==> config.mk <==
export PLATFORM = sky130hd
export DESIGN_NAME = hdb3_decode
export DESIGN_NICKNAME = d
export VERILOG_FILES = /design/src/rtl/hdb3_decode.sv
export SDC_FILE = /design/constraint.sdc
export NUM_CORES = 1
export LEC_CHECK = 0
export ABC_AREA = 1
export CORE_UTILIZATION = 40
export CTS_CLUSTER_SIZE = 12
export DETAILED_ROUTE_END_ITERATION = 12
export PLACE_DENSITY_LB_ADDON = 0.2
export SKIP_CTS_REPAIR_TIMING = 1
export SLEW_MARGIN = 20
export SYNTH_ARGS = -nofsm -noshare
export SYNTH_HDL_FRONTEND = slang
export SYNTH_SLANG_ARGS = --single-unit
export TNS_END_PERCENT = 50
==> constraint.sdc <==
create_clock -name sys_clk -period 2.91 [get_ports sys_clk]
set_input_delay 0.582 -clock sys_clk [delete_from_list [all_inputs] [get_ports sys_clk]]
set_output_delay 0.582 -clock sys_clk [all_outputs]
set_load 0.1 [all_outputs]
==> src/rtl/hdb3_decode.sv <==
// Streaming HDB3 decoder that turns ternary line symbols into bits through a 4-entry buffer.
// Optional HDB3_STRICT_CHECK_EN adds substitution-pattern and V-alternation checks on code_err.
module hdb3_decode #(
    parameter int CNT_WIDTH = 8
) (
    input  logic                 sys_clk,
    input  logic                 sys_rst,
    input  logic                 sym_valid,
    input  logic [1:0]           sym_in,
    output logic                 sym_ready,
    input  logic                 flush,
    output logic                 bit_out,
    output logic                 bit_valid,
    output logic                 code_err,
    output logic [CNT_WIDTH-1:0] v_count
);
    typedef enum logic [1:0] {
        ST_FILL  = 2'd0,
        ST_RUN   = 2'd1,
        ST_DRAIN = 2'd2
    } state_t;

    // Handshake: a symbol transfers on a rising edge where sym_valid && sym_ready.
    state_t               state;
    state_t               state_nxt;
    logic [3:0]           buf_q;
    logic [3:0]           buf_nxt;
    logic [2:0]           cnt_q;
    logic [2:0]           cnt_nxt;
    logic                 last_pol_q;
    logic                 last_pol_nxt;
    logic                 bit_out_nxt;
    logic                 bit_valid_nxt;
    logic                 code_err_nxt;
    logic [CNT_WIDTH-1:0] v_count_nxt;

    logic                 accept;
    logic                 sym_illegal;
    logic                 sym_nz;
    logic                 sym_pol;
    logic                 is_mark;
    logic                 is_viol;
    logic [3:0]           cleared;
    logic [2:0]           cnt_push;
    logic [1:0]           drain_idx;

`ifdef HDB3_STRICT_CHECK_EN
    logic                 sym_zero;
    logic [3:0]           zf_q;
    logic [3:0]           zf_nxt;
    logic [3:0]           il_q;
    logic [3:0]           il_nxt;
    logic                 lastv_pol_q;
    logic                 lastv_pol_nxt;
    logic                 lastv_seen_q;
    logic                 lastv_seen_nxt;
    logic                 strict_err;

    assign sym_zero = (sym_in == 2'b00);
`endif

    assign sym_ready   = (state != ST_DRAIN);
    assign accept      = sym_valid && sym_ready;
    assign sym_illegal = (sym_in == 2'b10);
    assign sym_nz      = sym_in[0];
    // Polarity bit: 1 = positive pulse, 0 = negative pulse.
    assign sym_pol     = ~sym_in[1];
    assign is_mark     = sym_nz && (sym_pol != last_pol_q);
    assign is_viol     = sym_nz && (sym_pol == last_pol_q);
    // Oldest valid entry sits at index count-1; count==4 wraps to index 3.
    assign drain_idx   = cnt_q[1:0] - 2'd1;

    always_comb begin
        state_nxt     = state;
        buf_nxt       = buf_q;
        cnt_nxt       = cnt_q;
        last_pol_nxt  = last_pol_q;
        bit_out_nxt   = bit_out;
        bit_valid_nxt = 1'b0;
        code_err_nxt  = 1'b0;
        v_count_nxt   = v_count;
        cleared       = buf_q;
        cnt_push      = cnt_q;
`ifdef HDB3_STRICT_CHECK_EN
        zf_nxt         = zf_q;
        il_nxt         = il_q;
        lastv_pol_nxt  = lastv_pol_q;
        lastv_seen_nxt = lastv_seen_q;
        strict_err     = 1'b0;
`endif

        case (state)
            ST_FILL, ST_RUN: begin
                if (accept) begin
                    if (is_viol) begin
                        cleared[2:0] = 3'b000;
                    end
                    buf_nxt = {cleared[2:0], is_mark};
                    if (state == ST_RUN) begin
                        bit_out_nxt   = cleared[3];
                        bit_valid_nxt = 1'b1;
                    end else begin
                        cnt_push = cnt_q + 3'd1;
                    end
                    if (is_mark) begin
                        last_pol_nxt = sym_pol;
                    end
                    if (is_viol && (v_count != {CNT_WIDTH{1'b1}})) begin
                        v_count_nxt = v_count + CNT_WIDTH'(1);
                    end
                    if (sym_illegal) begin
                        code_err_nxt = 1'b1;
                    end
`ifdef HDB3_STRICT_CHECK_EN
                    zf_nxt = {zf_q[2:0], sym_zero};
                    il_nxt = {il_q[2:0], sym_illegal};
                    if (is_viol) begin
                        // A legal V follows 000 or B00, i.e. three buffered legal symbols.
                        if (!((cnt_q >= 3'd3) && zf_q[0] && zf_q[1] && !il_q[2])) begin
                            strict_err = 1'b1;
                        end
                        if (lastv_seen_q && (sym_pol == lastv_pol_q)) begin
                            strict_err = 1'b1;
                        end
                        lastv_pol_nxt  = sym_pol;
                        lastv_seen_nxt = 1'b1;
                    end
                    code_err_nxt = code_err_nxt | strict_err;
`endif
                end
                cnt_nxt = cnt_push;
                if (flush) begin
`ifdef HDB3_STRICT_CHECK_EN
                    lastv_seen_nxt = 1'b0;
`endif
                    if (cnt_push != 3'd0) begin
                        state_nxt = ST_DRAIN;
                    end else begin
                        last_pol_nxt = 1'b0;
                    end
                end else if (cnt_push == 3'd4) begin
                    state_nxt = ST_RUN;
                end
            end
            ST_DRAIN: begin
                if (cnt_q != 3'd0) begin
                    bit_out_nxt   = buf_q[drain_idx];
                    bit_valid_nxt = 1'b1;
                    cnt_nxt       = cnt_q - 3'd1;
                end
                if (cnt_q <= 3'd1) begin
                    state_nxt    = ST_FILL;
                    last_pol_nxt = 1'b0;
                end
            end
            default: begin
                state_nxt = ST_FILL;
                cnt_nxt   = 3'd0;
            end
        endcase
    end

    always_ff @(posedge sys_clk) begin
        if (sys_rst) begin
            state      <= ST_FILL;
            buf_q      <= 4'b0000;
            cnt_q      <= 3'd0;
            last_pol_q <= 1'b0;
            bit_out    <= 1'b0;
            bit_valid  <= 1'b0;
            code_err   <= 1'b0;
            v_count    <= '0;
`ifdef HDB3_STRICT_CHECK_EN
            zf_q         <= 4'b0000;
            il_q         <= 4'b0000;
            lastv_pol_q  <= 1'b0;
            lastv_seen_q <= 1'b0;
`endif
        end else begin
            state      <= state_nxt;
            buf_q      <= buf_nxt;
            cnt_q      <= cnt_nxt;
            last_pol_q <= last_pol_nxt;
            bit_out    <= bit_out_nxt;
            bit_valid  <= bit_valid_nxt;
            code_err   <= code_err_nxt;
            v_count    <= v_count_nxt;
`ifdef HDB3_STRICT_CHECK_EN
            zf_q         <= zf_nxt;
            il_q         <= il_nxt;
            lastv_pol_q  <= lastv_pol_nxt;
            lastv_seen_q <= lastv_seen_nxt;
`endif
        end
    end
endmodule
; ---- Word level (Yosys, flattened, before mapping)
; Cells that the tools add are included.
; W data, S select, Z words.
[totals]
reg_bits = 21
word_cells = 74
[op_classes]
n_lt_le_gt_ge = 2
n_reduce_logical = 15
mux = 28
n_bitwise = 3
n_addsub = 4
n_eq_ne = 14
[ops]
columns = cell, count
row1 = $mux W3, 5
row2 = $mux W1, 13
row3 = $ne A2 B2 Y1 const B, 5
row4 = $add A8 B1 Y8 const B, 1
row5 = $mux W2, 4
row6 = $ne A8 B8 Y1 const B, 1
row7 = $ne A3 B3 Y1 const B, 2
row8 = $pmux W1 S2, 3
row9 = $pmux W3 S2, 1
row10 = $reduce_and A3 Y1, 2
row11 = $reduce_bool A3 Y1, 2
row12 = $eq A2 B2 Y1 const B, 2
row13 = $logic_and A1 B1 Y1, 4
row14 = $pmux W2 S2, 1
row15 = $reduce_and A2 Y1, 2
row16 = $reduce_and A4 Y1, 1
row17 = $add A3 B1 Y3 const B, 1
row18 = $eq A3 B3 Y1 const B, 1
row19 = $le A3 B1 Y1 const B, 1
row20 = $lt A2 B3 Y1 const B, 1
row21 = $not A1 Y1, 3
row22 = $reduce_or A3 Y1, 1
row23 = $sub A3 B1 Y3 const B, 1
row24 = $bmux W1 S2, 1
row25 = 7 further kinds, 7

; ---- Logic depth before layout (Yosys ltp)
; Gate-level depths: netlist of the first run.
[depth]
depth_word = 8
ltp_mapped = 13
mapped_depth_nobuf = 13

; ---- Worst setup path before layout of the first run
; No wires, ideal clock.
[synth_path]
path_type = reg2reg
startpoint = reg v_count[1]
endpoint = reg v_count[4]
path_slack_ps = 704
required_time_ps = 2842
t_arrival_ps = 2139
synth_period_minus_slack_ps = 2206
path_stages_with_launch = 10
path_cell_list = dfxtp_1 -> ha_1 -> inv_1 -> nor3_1 -> nand4_1 -> nand2_4 -> inv_2 -> nand4_1 -> nand2_1 -> nor2_1
[synth_between]
elab_chain_cells = 3
elab_cells_between_ends = 4
[synth_rtl]
columns = element, line
row1 = start: declaration, 15  ; output logic [CNT_WIDTH-1:0] v_count
row2 = start signal: assignment, 187  ; v_count <= v_count_nxt;
row3 = "parallel branches: the longest is 3 deep, another holds $add A8 B1 Y8", --
; Parallel ways; which one is timed is not known.
; A chain may end at the register's enable or synchronous reset.

; ---- Final worst setup path of the first run
[layout_path]
startpoint = reg cnt_q[0]
endpoint = reg state[0]
[layout_between]
elab_chain_cells = 7
elab_cells_between_ends = 11
[layout_rtl]
columns = element, line
row1 = start: declaration, 28  ; logic [2:0] cnt_q;
row2 = start signal: assignment, 182  ; cnt_q <= cnt_nxt;
row3 = $add A3 B1 Y3, 103  ; cnt_push = cnt_q + 3'd1;
row4 = $mux W3, 99  ; if (state == ST_RUN) begin
row5 = $mux W3, 94  ; if (accept) begin
row6 = $mux W3, 92  ; case (state)
row7 = $eq A3 B3 Y1 / $reduce_bool A3 Y1 (equally long branches), "141, 136"
row8 = $ne A3 B3 Y1 (no source line), --
row9 = $reduce_and A3 Y1 (no source line) (*), --
row10 = end signal: assignment, 180  ; state <= state_nxt;
row11 = end: declaration, 24  ; state_t state;
; Mark *: on every way between the ends. The rest lies on a longest branch, timed or not. The select of a mux whose other input is x is not followed.

==> metrics.md, run 1 <==
| Metric | Value |
|---|---|
| H-tree depth | `1` |
| Core Util, Final | `between 50% and 60%` |
| Post-Syn Instances | `176` |
| Status | `finished clean` |
| Antenna violations before repair | `0` |
| Die X | `between 50 and 60 um` |
| Asr flop ratio synth | `0%` |
| Mapped cell area | `between 1000 and 1500 um2` |
| Most common cell in the netlist | `nand2_1` |
| Pins Over Slew Limit | `0` |
| DR top layer | `met4` |
| CP startpoint | `cnt_q[0]` |
| CP cell instances | `inv_1, ha_1, nand2_1, nand2_1, nand2_1, nand2_1, nor2_2, nand3_1, nand2_1, nand2_1, a21oi_1` |
| #FFs+latches synth | `21` |
| Vias in the first global route | `972` |
| DRT iter0 DRCs | `44` |
| Ys flop type | `dfxtp_1` |
| Distinct cells, synth | `27` |
| Slew @ Worst Pin | `a little over 0.5 ns` |
| Filler Cell Count | `between 200 and 300` |
| Hold crit path type | `reg2reg` |
| Syn Nets | `between 150 and 200` |
| Setup violators final | `0` |
| Grt ovf | `0` |
| Post-DP HPWL | `1940 um` |
| Post-route antenna net violation count | `0` |
| Clock transition at path regs | `around 0.11 ns` |
| Largest cells by area after synthesis | `dfxtp_1, nand2_1, a21oi_1, inv_1, ha_1` |
| CP Launch Type | `register` |
| Post-layout minimum cycle time | `roughly 1.9 ns` |
| Slew margin rel. | `roughly two thirds` |
| Critical path peak fanout | `8` |
| M1 WL | `roughly 1300 um` |
| Worst path max stage delay | `around 0.48 ns` |
| Core box area | `approximately 2800 um2` |
| Clock Root Buffer | `clkbuf_4` |
| Die H | `~57 um` |
| Port Buffers | `17` |
| Die ar. | `around 3300 um2` |
| VDD IR-drop max | `roughly 280 uV` |
| Clk buf depth | `2` |
| Largest net degree at the start of global routing | `15` |
| Power Density | `around 490 nW/um2` |
| First-pass GRT wire length | `about 4400 um` |
| RSZ-0062 raised after global routing | `false` |
| Net count, final | `between 200 and 250` |
| Most common cell on crit path | `nand2_1` |
| Post-DR wirelength/cell | `11.1 um` |
| Layout cells sized above 1 | `about 15%` |
| Leak pwr | `about 0.00063 uW` |
| Yosys top cell by area | `dfxtp_1` |
| Worst EP arrival | `2.17 ns` |
| I/O pin cnt | `18` |
| Setup TNS | `0 ns` |
| FP Rows | `19` |
| Setup WS pre-CTS | `approximately 0.89 ns` |
| Reg2reg end | `state[0]` |
| Fin Clk Skew | `0.0108 ns` |
| TritonCTS clock tree | `yes` |
| FMAX | `around 0.52 GHz` |
| CP top delay family | `simple AND/OR/NAND/NOR gates` |
| 1st-pass router iterations | `4` |
| Kind of end point of the critical path | `register` |
| Crit-path slowest cell | `dfxtp_1` |
| Synthesized area per cell | `a little under 7 um2` |
| Final hold vios | `0` |
| Critical path class | `reg2reg` |
| Detailed Route WL | `2530 um` |
| CP Capture Point | `state[0]` |
| Met2 WL | `approximately 1100 um` |
| Yosys warning count | `0` |
| CP Buf/Inv Count | `1` |
| TritonCTS buffer count | `3` |
| Vias per cell | `a little over 5` |
| Gpl congestion | `about 0.90` |
| Area Overhead vs Synth | `16.7%` |
| Worst reg2reg setup slack | `around 0.97 ns` |
| Path depth of the worst reg2reg path | `11` |
| Initial Util | `a little over two fifths` |
| WL met3 | `a little under 90 um` |
| Seq/Total Area, Yosys | `a little over a third` |
| Vias | `between 1000 and 1500` |
| Number of synthesized flops with an enable pin | `0` |
| Diode count | `0` |
| CTS sink cnt | `21` |
| FF-to-FF Start | `cnt_q[0]` |
| Max Cap Viol | `0` |
| Synth cell count leaders | `nand2_1, dfxtp_1, inv_1, a21oi_1, nor2_1` |
| DRC violations left | `0` |
| Share of the synthesized area in the top cell type | `a little over a third` |
| Final worst path period share | `approximately two thirds` |
| Worst setup margin | `about 0.97 ns` |
| Crit path depth | `11` |
| Global-route total usage across every layer | `16.8%` |
| Clk Latency, worst-skew pair | `around 0.3 ns` |
| Worst path required time | `roughly 3.1 ns` |
-- report_power, final --
part	switching [uW]	internal [uW]	total (uW)
clock	89.2	51.2	140
combinational	151	70.4	222
sequential	21.0	303	324
total	261	424	686
-- worst min-delay path: cells and delay by family, from the launching register on --
kind	cells	cell delay, ns
DFF	1	0.33
buffers and inverters	1	0.06
AOI/OAI and AO/OA	1	0.06
-- layout by cell type (no fill, tap or decap), types with 9 or more instances in the layout --
cell type / count
nand3_1: 9
a21oi_1: 16
dfxtp_1: 21
buf_4: 12
nand2_1: 57
nor2_1: 10
inv_1: 17
-- routing by layer --
metal / GRT usage [%] / vias up
met5: 0 / -
met2: 24.9 / 21
met3: 2.04 / 2
li1: - / 612
met1: 25.5 / 506
met4: 5.23 / 0
-- state kept, by name (all words and copies together) (netlist names) --
| signal | cells |
|---|---|
| last_pol_q | 1 |
| code_err | 1 |
| buf_q | 4 |
| bit_valid | 1 |
| state | 2 |
| bit_out | 1 |
| v_count | 8 |
| cnt_q | 3 |
-- layout make-up --
cell class / instances / area (um2) / share of cell area [%]
clock inverters: 1 / 5.00 / 0.354
inverters: 22 / 82.6 / 5.84
well taps: 31 / 38.8 / 2.74
repair buffers: 17 / 140 / 9.91
multi-input cells: 132 / 704 / 49.8
flip-flops and latches: 21 / 420 / 29.7
clock buffers: 3 / 22.5 / 1.59
-- worst min path at each step --
stage / startpoint / to / cells past startpoint
2_1_floorplan: buf_q[3] / buf_q[3] / 2
5_1_grt: last_pol_q / last_pol_q / 2
6_report: last_pol_q / last_pol_q / 2
4_1_cts: buf_q[3] / buf_q[3] / 2
3_3_place_gp: last_pol_q / last_pol_q / 2
3_5_place_dp: buf_q[3] / buf_q[3] / 2
-- cells by family after synthesis --
kind of cell | after synthesis | synth area share, %
XOR/XNOR | 5 | 3.62
AND/OR/NAND/NOR | 91 | 35.3
AO/OA/AOI/OAI | 31 | 14.1
flip-flops | 21 | 34.7
buffers and inverters | 23 | 7.13
adder cells (fa/ha/maj) | 5 | 5.17
-- per-stage QoR --
stage | power [uW] | hold slack, ns | instances | cell area (um2)
4_1_cts | 692 | 0.488 | 227 | 1410
5_1_grt | 735 | 0.515 | 227 | 1410
2_1_floorplan | 500 | 0.444 | 176 | 1210
6_report | 686 | 0.483 | 227 | 1410
3_3_place_gp | 550 | 0.471 | 223 | 1390
3_5_place_dp | 550 | 0.469 | 223 | 1390
No activity file was read; power rests on OpenSTA's default activity.
==> run 2, diff against run 1 <==
==> constraint.sdc (replaced) <==
create_clock -name sys_clk -period 1.6 [get_ports sys_clk]
set_input_delay 0.32 -clock sys_clk [delete_from_list [all_inputs] [get_ports sys_clk]]
set_output_delay 0.32 -clock sys_clk [all_outputs]
set_load 0.1 [all_outputs]
==> metrics.md, run 2 (synthesized netlist as in run 1, its figures left out) <==
| Metric | Value |
|---|---|
| Status | `finished clean` |
| CTS sink cnt | `21` |
| Hold Path Depth | `2` |
| Biggest register | `v_count` |
| Die X | `57.0 um` |
| Most frequent cells in the layout | `nand2_1, a21oi_1, inv_1, buf_4, buf_12` |
| Core box area | `around 2800 um2` |
| Setup WS pre-CTS | `-0.124 ns` |
| Path depth of the worst reg2reg path | `12` |
| CP Buf/Inv Count | `3` |
| Gpl congestion | `between 0.8 and 0.9` |
| VDD IR-drop max | `between 700 and 800 uV` |
| Sw power | `563 uW` |
| Final hold slack | `around 0.49 ns` |
| Post-DR wirelength/cell | `approximately 13 um` |
| DRC violations left | `0` |
| Clk Latency, worst-skew pair | `about 0.32 ns` |
| Crit-path slowest cell | `dfxtp_2` |
| Worst path required time | `around 1.3 ns` |
| Fin Clk Skew | `approximately 0.0032 ns` |
| Min-delay src | `buf_q[3]` |
| Vias | `1258` |
| Largest net degree at the start of global routing | `14` |
| Clock transition at path regs | `~0.13 ns` |
| Clk buf depth | `2` |
| Hold crit path type | `reg2reg` |
| Slew @ Worst Pin | `roughly 0.42 ns` |
| DRT iter0 DRCs | `110` |
| Reg area | `453 um2` |
| Area Overhead vs Synth | `47.7%` |
| Post-layout minimum cycle time | `1.51 ns` |
| Detailed Route WL | `3050 um` |
| TritonCTS buffer count | `3` |
| Comb pwr share | `about two fifths` |
| Sw Share | `between 30 and 40%` |
| Power Density | `812 nW/um2` |
| First-pass GRT wire length | `roughly 5300 um` |
| Worst EP arrival | `1.19 ns` |
| Final worst path period share | `94.2%` |
| Regs by FF count | `v_count: 8 flops, buf_q: 4 flops, cnt_q: 3 flops` |
| Leak pwr | `~0.00074 uW` |
| Filler Cell Count | `between 200 and 250` |
| Port Buffers | `17` |
| Max FFs per register | `8` |
| Critical path peak fanout | `7` |
| Multi-input gate area | `about 780 um2` |
| Vias per cell | `5.22` |
| Setup violators final | `0` |
| H-tree depth | `1` |
| CP top delay family | `flip-flops` |
| FF-to-FF Start | `cnt_q[0]` |
| Slew margin rel. | `just over 70%` |
| Final hold vios | `0` |
| Initial Util | `between 40% and 50%` |
| I/O pin cnt | `18` |
| Worst path max stage delay | `0.43 ns` |
| Antenna violations before repair | `0` |
| Layout cells sized above 1 | `between 30% and 40%` |
| Flop pwr share | `between 40% and 50%` |
| Clk pwr share | `about a fifth` |
| Clock Root Buffer | `clkbuf_4` |
| Internal cell power | `approximately 890 uW` |
| Diode count | `0` |
| Worst setup margin | `~0.092 ns` |
| Post-route antenna net violation count | `0` |
| 1st-pass router iterations | `4` |
| Kind of end point of the critical path | `primary output` |
| Max Cap Viol | `0` |
| Vias in the first global route | `between 1000 and 1500` |
| Commonest non-fill, non-tap cell in the layout | `nand2_1` |
| FMAX | `~0.66 GHz` |
| Die H | `approximately 57 um` |
| Reg2reg end | `state[0]` |
| Worst reg2reg setup slack | `0.11 ns` |
| Global-route total usage across every layer | `20.9%` |
| Die ar. | `between 3000 and 4000 um2` |
| Post-DP HPWL | `approximately 2300 um` |
| FP Rows | `19` |
| Pins Over Slew Limit | `0` |
| CP Launch Type | `register` |
| CP cell instances | `inv_2, nand2_4, buf_4, buf_12` |
| Tot Pwr | `1450 uW` |
| TritonCTS clock tree | `yes` |
| Net count, final | `between 200 and 250` |
| Grt ovf | `0` |
| Critical path class | `reg2out` |
| Worst hold path endpoint | `buf_q[3]` |
[run 2: changes by cell type in the layout (fill, tap and decap cells not counted), sizes merged]
cell and change:
clkinvlp +1, buf +14, clkinv -1
[run 2: final cells by class]
cell class | instances | area share, %
multi-input cells | 132 | 43.8
flip-flops and latches | 21 | 25.3
repair buffers | 31 | 22.3
inverters | 22 | 4.76
well taps | 31 | 2.17
clock buffers | 3 | 1.26
clock inverters | 1 | 0.420
[run 2: how the worst max path moves through the flow]
stage	depth (start not counted)	to	slack, ns	from
after CTS	10	last_pol_q	-0.03	state[1]
after global routing	12	state[0]	-0.02	cnt_q[0]
after detailed placement	10	v_count[4]	-0.12	sym_in[1]
after global placement	10	v_count[4]	-0.09	sym_in[1]
after floorplan	11	v_count[4]	-0.005	state[0]
final	4	sym_ready	0.09	state[0]
[run 2: power by group through the flow]
| stage | sequential (uW) | clock, uW | combinational (uW) |
|---|---|---|---|
| 2_1_floorplan | 630 | 0 | 277 |
| 3_3_place_gp | 588 | 0 | 516 |
| 3_5_place_dp | 590 | 0 | 531 |
| 4_1_cts | 578 | 284 | 533 |
| 5_1_grt | 592 | 307 | 655 |
| 6_report | 585 | 274 | 594 |
[run 2: per-stage QoR]
stage / cells / utilization [%] / setup TNS, ns / instance area [um2]
after floorplan: 176 / - / -0.00543 / 1250
after global placement: 237 / 59.8 / -0.391 / 1680
after detailed placement: 237 / 59.8 / -0.850 / 1680
after CTS: 241 / 60.8 / -0.0477 / 1710
after global routing: 241 / 63.8 / -0.0249 / 1790
final: 241 / 63.8 / 0 / 1790
[run 2: tightest hold or removal path: stages (launching register included)]
cell	delay (ns)
dfxtp_1	0.34
nand2_1	0.06
a21oi_1	0.06
[run 2: routing by layer]
metal | routed length (um) | track usage, % | share of wire [%]
met5 | 0 | 0 | 0
met4 | 38 | 8.01 | 1.2
met3 | 129 | 4.99 | 4.2
met2 | 1530 | 33.9 | 50
met1 | 1350 | 27.1 | 44
==> run 3, diff against run 2 <==
--- a/config.mk
+++ b/config.mk
@@ -7,8 +7,8 @@
 export LEC_CHECK = 0
 export ABC_AREA = 1
 export CORE_UTILIZATION = 40
-export CTS_CLUSTER_SIZE = 12
 export DETAILED_ROUTE_END_ITERATION = 12
+export GPL_ROUTABILITY_DRIVEN = 0
 export PLACE_DENSITY_LB_ADDON = 0.2
 export SKIP_CTS_REPAIR_TIMING = 1
 export SLEW_MARGIN = 20
==> results of run 3 <==
No change in the layout: final DEF, timing and power equal those of run 2.
